--- src/rtl/snoopy_bus_controller_pkg.sv ---
// Shared definitions for the snoopy bus controller: bus command encoding,
// controller states and the invalidating-command classifier.
package snoopy_bus_controller_pkg;

    localparam int COMMAND_WIDTH = 2;

    typedef enum logic [COMMAND_WIDTH-1:0] {
        NONE               = 2'd0,
        BUS_READ           = 2'd1,
        BUS_READ_EXCLUSIVE = 2'd2,
        BUS_INVALIDATE     = 2'd3
    } command_t;

    typedef enum logic [1:0] {
        IDLE    = 2'd0,
        GRANTED = 2'd1,
        RELEASE = 2'd2
    } state_t;

    // Commands that oblige every other cache to drop its copy of the line.
    function automatic logic isInvalidating(input command_t command);
        return (command == BUS_INVALIDATE) || (command == BUS_READ_EXCLUSIVE);
    endfunction

endpackage

--- src/rtl/snoopy_bus_controller_round_robin_arbiter.sv ---
// Combinational round-robin arbiter: picks the first requester at or after
// the pointer, wrapping modulo NUMBER_OF_CACHES.
module round_robin_arbiter #(
    parameter int NUMBER_OF_CACHES = 4,
    parameter int INDEX_WIDTH      = 2
) (
    input  logic [NUMBER_OF_CACHES-1:0] request,
    input  logic [INDEX_WIDTH-1:0]      pointer,
    output logic [NUMBER_OF_CACHES-1:0] grant,
    output logic [INDEX_WIDTH-1:0]      grant_index
);

    logic [INDEX_WIDTH-1:0] candidate;
    logic                   found;

    always_comb begin
        grant       = '0;
        grant_index = '0;
        found       = 1'b0;
        candidate   = '0;
        for (int i = 0; i < NUMBER_OF_CACHES; i++) begin
            candidate = INDEX_WIDTH'((int'(pointer) + i) % NUMBER_OF_CACHES);
            if (!found && request[candidate]) begin
                found            = 1'b1;
                grant[candidate] = 1'b1;
                grant_index      = candidate;
            end
        end
    end

endmodule

--- src/rtl/snoopy_bus_controller.sv ---
// Bus side of the snoopy invalidate protocol: grants one owner at a time,
// broadcasts its command/address and collects the snoopers' acknowledgements.
// Optional invalidate-collection watchdog enabled by SNOOPY_BUS_TIMEOUT_EN.
module snoopy_bus_controller
    import snoopy_bus_controller_pkg::*;
#(
    parameter int NUMBER_OF_CACHES = 4,
    parameter int ADDRESS_WIDTH    = 16
`ifdef SNOOPY_BUS_TIMEOUT_EN
    , parameter int TIMEOUT_CYCLES = 64
`endif
) (
    input  logic                                  clock,
    input  logic                                  reset,
    input  logic [NUMBER_OF_CACHES-1:0]           request,
    output logic [NUMBER_OF_CACHES-1:0]           grant,
    input  logic [NUMBER_OF_CACHES*COMMAND_WIDTH-1:0] cpuCommandOut,
    input  logic [NUMBER_OF_CACHES*ADDRESS_WIDTH-1:0] cpuAddress,
    output logic [NUMBER_OF_CACHES-1:0]           cpuIsInvalidated,
    output logic [NUMBER_OF_CACHES*COMMAND_WIDTH-1:0] snoopyCommandIn,
    output logic [ADDRESS_WIDTH-1:0]              snoopyAddress,
    input  logic [NUMBER_OF_CACHES-1:0]           snoopyIsInvalidated
`ifdef SNOOPY_BUS_TIMEOUT_EN
    , output logic                                timeoutError
`endif
);

    localparam int INDEX_WIDTH = (NUMBER_OF_CACHES > 1) ? $clog2(NUMBER_OF_CACHES) : 1;

    state_t                               state_q, state_d;
    logic [NUMBER_OF_CACHES-1:0]          grant_q, grant_d;
    logic [INDEX_WIDTH-1:0]               owner_q, owner_d;
    logic [INDEX_WIDTH-1:0]               pointer_q, pointer_d;
    logic [NUMBER_OF_CACHES*COMMAND_WIDTH-1:0] snoop_cmd_q, snoop_cmd_d;
    command_t                             bcast_cmd_q, bcast_cmd_d;
    logic [ADDRESS_WIDTH-1:0]             snoop_addr_q, snoop_addr_d;
    logic [NUMBER_OF_CACHES-1:0]          ack_q, ack_d;
    logic [NUMBER_OF_CACHES-1:0]          cpu_inv_q, cpu_inv_d;

    logic [NUMBER_OF_CACHES-1:0]          arb_grant;
    logic [INDEX_WIDTH-1:0]               arb_index;
    command_t                             owner_cmd;
    logic [ADDRESS_WIDTH-1:0]             owner_addr;

`ifdef SNOOPY_BUS_TIMEOUT_EN
    localparam int TIMER_WIDTH = $clog2(TIMEOUT_CYCLES + 1);
    logic [TIMER_WIDTH-1:0] timer_q, timer_d;
    logic                   timeout_error_q, timeout_error_d;
`endif

    round_robin_arbiter #(
        .NUMBER_OF_CACHES (NUMBER_OF_CACHES),
        .INDEX_WIDTH      (INDEX_WIDTH)
    ) u_arbiter (
        .request     (request),
        .pointer     (pointer_q),
        .grant       (arb_grant),
        .grant_index (arb_index)
    );

    assign owner_cmd  = command_t'(cpuCommandOut[int'(owner_q)*COMMAND_WIDTH +: COMMAND_WIDTH]);
    assign owner_addr = cpuAddress[int'(owner_q)*ADDRESS_WIDTH +: ADDRESS_WIDTH];

    always_comb begin
        state_d      = state_q;
        grant_d      = grant_q;
        owner_d      = owner_q;
        pointer_d    = pointer_q;
        snoop_cmd_d  = snoop_cmd_q;
        bcast_cmd_d  = bcast_cmd_q;
        snoop_addr_d = snoop_addr_q;
        ack_d        = ack_q;
        cpu_inv_d    = cpu_inv_q;
`ifdef SNOOPY_BUS_TIMEOUT_EN
        timer_d         = timer_q;
        timeout_error_d = timeout_error_q;
`endif
        unique case (state_q)
            IDLE: begin
                snoop_cmd_d = '0;
                bcast_cmd_d = NONE;
                ack_d       = '0;
                cpu_inv_d   = '0;
`ifdef SNOOPY_BUS_TIMEOUT_EN
                timer_d     = '0;
`endif
                if (|request) begin
                    grant_d = arb_grant;
                    owner_d = arb_index;
                    state_d = GRANTED;
                end
            end
            GRANTED: begin
                if (!request[owner_q]) begin
                    state_d     = RELEASE;
                    grant_d     = '0;
                    snoop_cmd_d = '0;
                    bcast_cmd_d = NONE;
                    ack_d       = '0;
                    cpu_inv_d   = '0;
`ifdef SNOOPY_BUS_TIMEOUT_EN
                    timer_d     = '0;
`endif
                end else begin
                    bcast_cmd_d  = owner_cmd;
                    snoop_addr_d = owner_addr;
                    for (int i = 0; i < NUMBER_OF_CACHES; i++) begin
                        snoop_cmd_d[i*COMMAND_WIDTH +: COMMAND_WIDTH] =
                            (i == int'(owner_q)) ? NONE : owner_cmd;
                    end
                    // A new command restarts collection; responses seen this
                    // cycle belong to the old broadcast and are dropped.
                    if (owner_cmd != bcast_cmd_q) begin
                        ack_d     = '0;
                        cpu_inv_d = '0;
`ifdef SNOOPY_BUS_TIMEOUT_EN
                        timer_d   = '0;
`endif
                    end else if (isInvalidating(bcast_cmd_q)) begin
                        ack_d = ack_q | (snoopyIsInvalidated & ~grant_q);
                        if (&(ack_d | grant_q)) begin
                            cpu_inv_d[owner_q] = 1'b1;
                        end
`ifdef SNOOPY_BUS_TIMEOUT_EN
                        if (!cpu_inv_q[owner_q]) begin
                            if (timer_q == TIMER_WIDTH'(TIMEOUT_CYCLES - 1)) begin
                                cpu_inv_d[owner_q] = 1'b1;
                                timeout_error_d    = 1'b1;
                            end else begin
                                timer_d = timer_q + 1'b1;
                            end
                        end
`endif
                    end
                end
            end
            RELEASE: begin
                pointer_d = INDEX_WIDTH'((int'(owner_q) + 1) % NUMBER_OF_CACHES);
                state_d   = IDLE;
            end
            default: state_d = IDLE;
        endcase
    end

    always_ff @(posedge clock) begin
        if (reset) begin
            state_q      <= IDLE;
            grant_q      <= '0;
            owner_q      <= '0;
            pointer_q    <= '0;
            snoop_cmd_q  <= '0;
            bcast_cmd_q  <= NONE;
            snoop_addr_q <= '0;
            ack_q        <= '0;
            cpu_inv_q    <= '0;
`ifdef SNOOPY_BUS_TIMEOUT_EN
            timer_q         <= '0;
            timeout_error_q <= 1'b0;
`endif
        end else begin
            state_q      <= state_d;
            grant_q      <= grant_d;
            owner_q      <= owner_d;
            pointer_q    <= pointer_d;
            snoop_cmd_q  <= snoop_cmd_d;
            bcast_cmd_q  <= bcast_cmd_d;
            snoop_addr_q <= snoop_addr_d;
            ack_q        <= ack_d;
            cpu_inv_q    <= cpu_inv_d;
`ifdef SNOOPY_BUS_TIMEOUT_EN
            timer_q         <= timer_d;
            timeout_error_q <= timeout_error_d;
`endif
        end
    end

    assign grant            = grant_q;
    assign cpuIsInvalidated = cpu_inv_q;
    assign snoopyCommandIn  = snoop_cmd_q;
    assign snoopyAddress    = snoop_addr_q;
`ifdef SNOOPY_BUS_TIMEOUT_EN
    assign timeoutError     = timeout_error_q;
`endif

endmodule

--- config.mk ---
export PLATFORM = sky130hd
export DESIGN_NAME = snoopy_bus_controller
export DESIGN_NICKNAME = d
export VERILOG_FILES = /design/src/rtl/snoopy_bus_controller_pkg.sv /design/src/rtl/snoopy_bus_controller_round_robin_arbiter.sv /design/src/rtl/snoopy_bus_controller.sv
export SDC_FILE = /design/constraint.sdc
export NUM_CORES = 1
export LEC_CHECK = 0
export CELL_PAD_IN_SITES_DETAIL_PLACEMENT = 1
export CELL_PAD_IN_SITES_GLOBAL_PLACEMENT = 1
export CORE_UTILIZATION = 30
export CTS_CLUSTER_SIZE = 8
export DETAILED_ROUTE_END_ITERATION = 8
export GPL_TIMING_DRIVEN = 0
export PLACE_DENSITY = 0.8
export SETUP_SLACK_MARGIN = 0.02
export SLEW_MARGIN = 10
export SYNTH_ARGS = -nofsm -noshare
export SYNTH_HDL_FRONTEND = slang
export SYNTH_SLANG_ARGS = --single-unit
--- constraint.sdc ---
create_clock -name clock -period 3.25 [get_ports clock]
set_input_delay 0.4875 -clock clock [delete_from_list [all_inputs] [get_ports clock]]
set_output_delay 0.4875 -clock clock [all_outputs]
set_load 0.01 [all_outputs]
==> results by group <==
Min path
  • Hold_sp: snoopyAddress[7]
  • Hold Path Class: reg2reg
  • Worst Hold Depth: 2

Placed design
  • Port bufs: 112
  • Post-DP Area: 3760 um2
  • RD Place Congestion: around 0.74
  • HPWL after DPL: roughly 6300 um
  • Setup WS pre-CTS: 0.446 ns

Layout
  • Most frequent cells in the layout: 112 x clkdlybuf4s50_1, 44 x dfxtp_1, 42 x nand2_1, 23 x mux4_2, 22 x a21oi_1
  • Filler instances: ~910
  • Layout cells sized above 1: 10.1%
  • Most common cell after layout, fill and taps aside: clkdlybuf4s50_1
  • Layout area overhead: 52.9%
  • Final nets: 469
  • Fin util: 48.6%
  • Final instance area: approximately 3800 um2
  • Number of diodes: 0

CTS
  • Clock Latency Late Sink: 0.29 ns
  • Post-CTS Setup Bufs: 0
  • H-tree levels: 2
  • Max clock buf depth: 2
  • Clk root buf: clkbuf_8
  • # hold bufs at CTS: 0
  • CTS Buf Count: 5
  • TritonCTS clock tree: done
  • Clk slew on worst S/H paths: about 0.08 ns
  • Cts repair resizes: 0
  • Clock Sinks: 44

Synth
  • Area of the mapped netlist: 2510 um2
  • Post-Synthesis Cells: 256
  • Post-synthesis compound-gate area fraction: 18.5%
  • Yosys cell types: 35
  • Mapped Avg Cell Area: 9.80 um2
  • Main flop type after synthesis: dfxtp_1
  • Post-synthesis xor/xnor area fraction: less than 1%
  • Mapped Nets: 350
  • Mux contribution to synthesized area: 21.0%
  • Simple-gate share of the synthesized area: 15.0%
  • Sequential area share after synthesis: 35.1%
  • Adder-Cell Fraction of Synth Area: about 6%
  • Seq cells post-synth: 44
  • Number of synthesized flops with an enable pin: 0
  • YS warnings: 0
  • Main combinational cell family by area after synthesis: multiplexers
  • Async SR Flop Fraction: 0%

Worst setup path
  • CP required: 3.44 ns
  • Crit-path max FO: 10
  • CP arrival: just over 3 ns
  • R2R depth: 8
  • CP Launch Type: flop
  • Worst R2R Start: pointer_q[0]
  • CP endpoint kind: flop
  • Crit Path Class: reg2reg
  • Reg2reg setup slack: 0.43 ns
  • Crit. Startpoint: pointer_q[0]

STA
  • Setup TNS Final: 0 ns
  • Fin crit share: 86.9%
  • Final Hold Viols: 0
  • Fmax: between 300 and 400 MHz
  • Setup-failing EPs final: 0
  • Final Skew: 0.00636 ns
  • Relative slew slack: 55.8%
  • RSZ-0062 raised after global routing: false
  • Crit path time final: 2.82 ns
  • Post-layout worst setup margin: 0.426 ns
  • Worst slew pin tran: 0.663 ns
  • Slew Limit Fails: 0

GRT
  • Met2 Use GR: approximately a third
  • Total GRT Usage: 18.1%
  • Met3 Resource Use GR: 3.58%
  • Vias in the first global route: 2492
  • GRT met1 Usage: 21.9%
  • Gr busiest metal: met2
  • GRT overflow: 0
  • Antenna violations before repair: 0
  • Largest net degree at the start of global routing: 13
  • First-pass GRT wire length: 12200 um

Pwr
  • Max VDD drop: 0.165 mV
  • Pleak: 1.32 nW
  • Power Density: 393 nW/um2
  • Total Power: 1.51 mW

Status
  • Outcome: completed

Drt
  • DR iter-0 viols: 68
  • Routed vias: 2469
  • Routed len/inst: around 16 um
  • Drt total wl: between 7000 and 8000 um
  • Antenna-violating nets left: 0
  • Vias per Instance: 5.18
  • Remaining DRCs: 0
  • 1st-pass router iterations: 4

Floorplanning
  • Initial Util: 31.8%
  • Die area: 8730 um2
  • Die width: 93.4 um
  • FP Rows: 32
  • Total core area: roughly 7900 um2
  • Height of the die: 93.4 um
  • Top Ports: approximately 110

Flow run
  • Max_cap viols: 0
==> routing by layer <==
layer  wire length (um)  vias to the layer above
met1               3180                     1206
met3                312                       10
met4                153                        0
met5                  0                        -
li1                   -                     1190
met2               4060                       63
==> layout make-up <==
class	count	area, um2	area share, %
buffer	13	55.1	1.44
clock buffer	6	72.6	1.89
clock inverter	1	5.00	0.131
inverter	10	37.5	0.979
multi-input combinational	189	1540	40.0
sequential	44	881	23.0
tap	102	128	3.33
timing repair buffer	112	1120	29.2
==> per-stage QoR <==
step                      hold WS (ns)  instances
after floorplan                  0.452        256
after global placement           0.442        470
after detailed placement         0.448        470
after CTS                        0.460        477
after global routing             0.478        477
final                            0.458        477
==> path summary, 6_finish.rpt <==
path / to
worst max-delay path: owner_q[1]
worst min-delay path: snoopyAddress[7]
worst max register to register: owner_q[1]
worst min register to register: snoopyAddress[7]
==> registers in the layout, indices dropped and copies added (netlist names) <==
| signal | cells |
|---|---|
| snoopyAddress | 16 |
| owner_q | 2 |
| snoopyCommandIn | 8 |
| grant | 4 |
| pointer_q | 2 |
| state_q | 2 |
| bcast_cmd_q | 2 |
| cpuIsInvalidated | 4 |
| ack_q | 4 |
==> logic make-up after synthesis <==
group / count (synthesis)
compound gates: 70
mux: 24
fa+ha+maj: 12
flops: 44
buf+inv: 23
xor+xnor: 2
simple gates: 81
==> worst max-delay path, stage by stage (launching register included) <==
cell and delay, ns:
dfxtp_1 0.43, buf_2 0.28, inv_1 0.17, ha_1 0.45, mux4_2 0.58, nor2b_1 0.16
o21ai_0 0.11, a32o_1 0.29, a221oi_1 0.25
==> cell usage after synthesis (5+ instances only) <==
cell type,count,share of area [%]
dfxtp_1,44,35
nand2_1,42,6.3
mux4_2,23,21
a21oi_1,22,4.4
nor2_1,14,2.1
ha_1,12,6.0
nor2b_1,12,3.0
inv_1,10,1.5
a31oi_1,9,2.2
a22oi_1,8,2.4
a2bb2oi_1,8,2.8
o21ai_0,8,1.6
clkbuf_1,6,0.90
buf_2,5,1.0
==> report_power, final <==
group          switching [mW]  internal (mW)
clock network           0.178          0.146
logic                   0.249          0.317
registers              0.0357          0.582
Power figures use the tool's default switching activity.
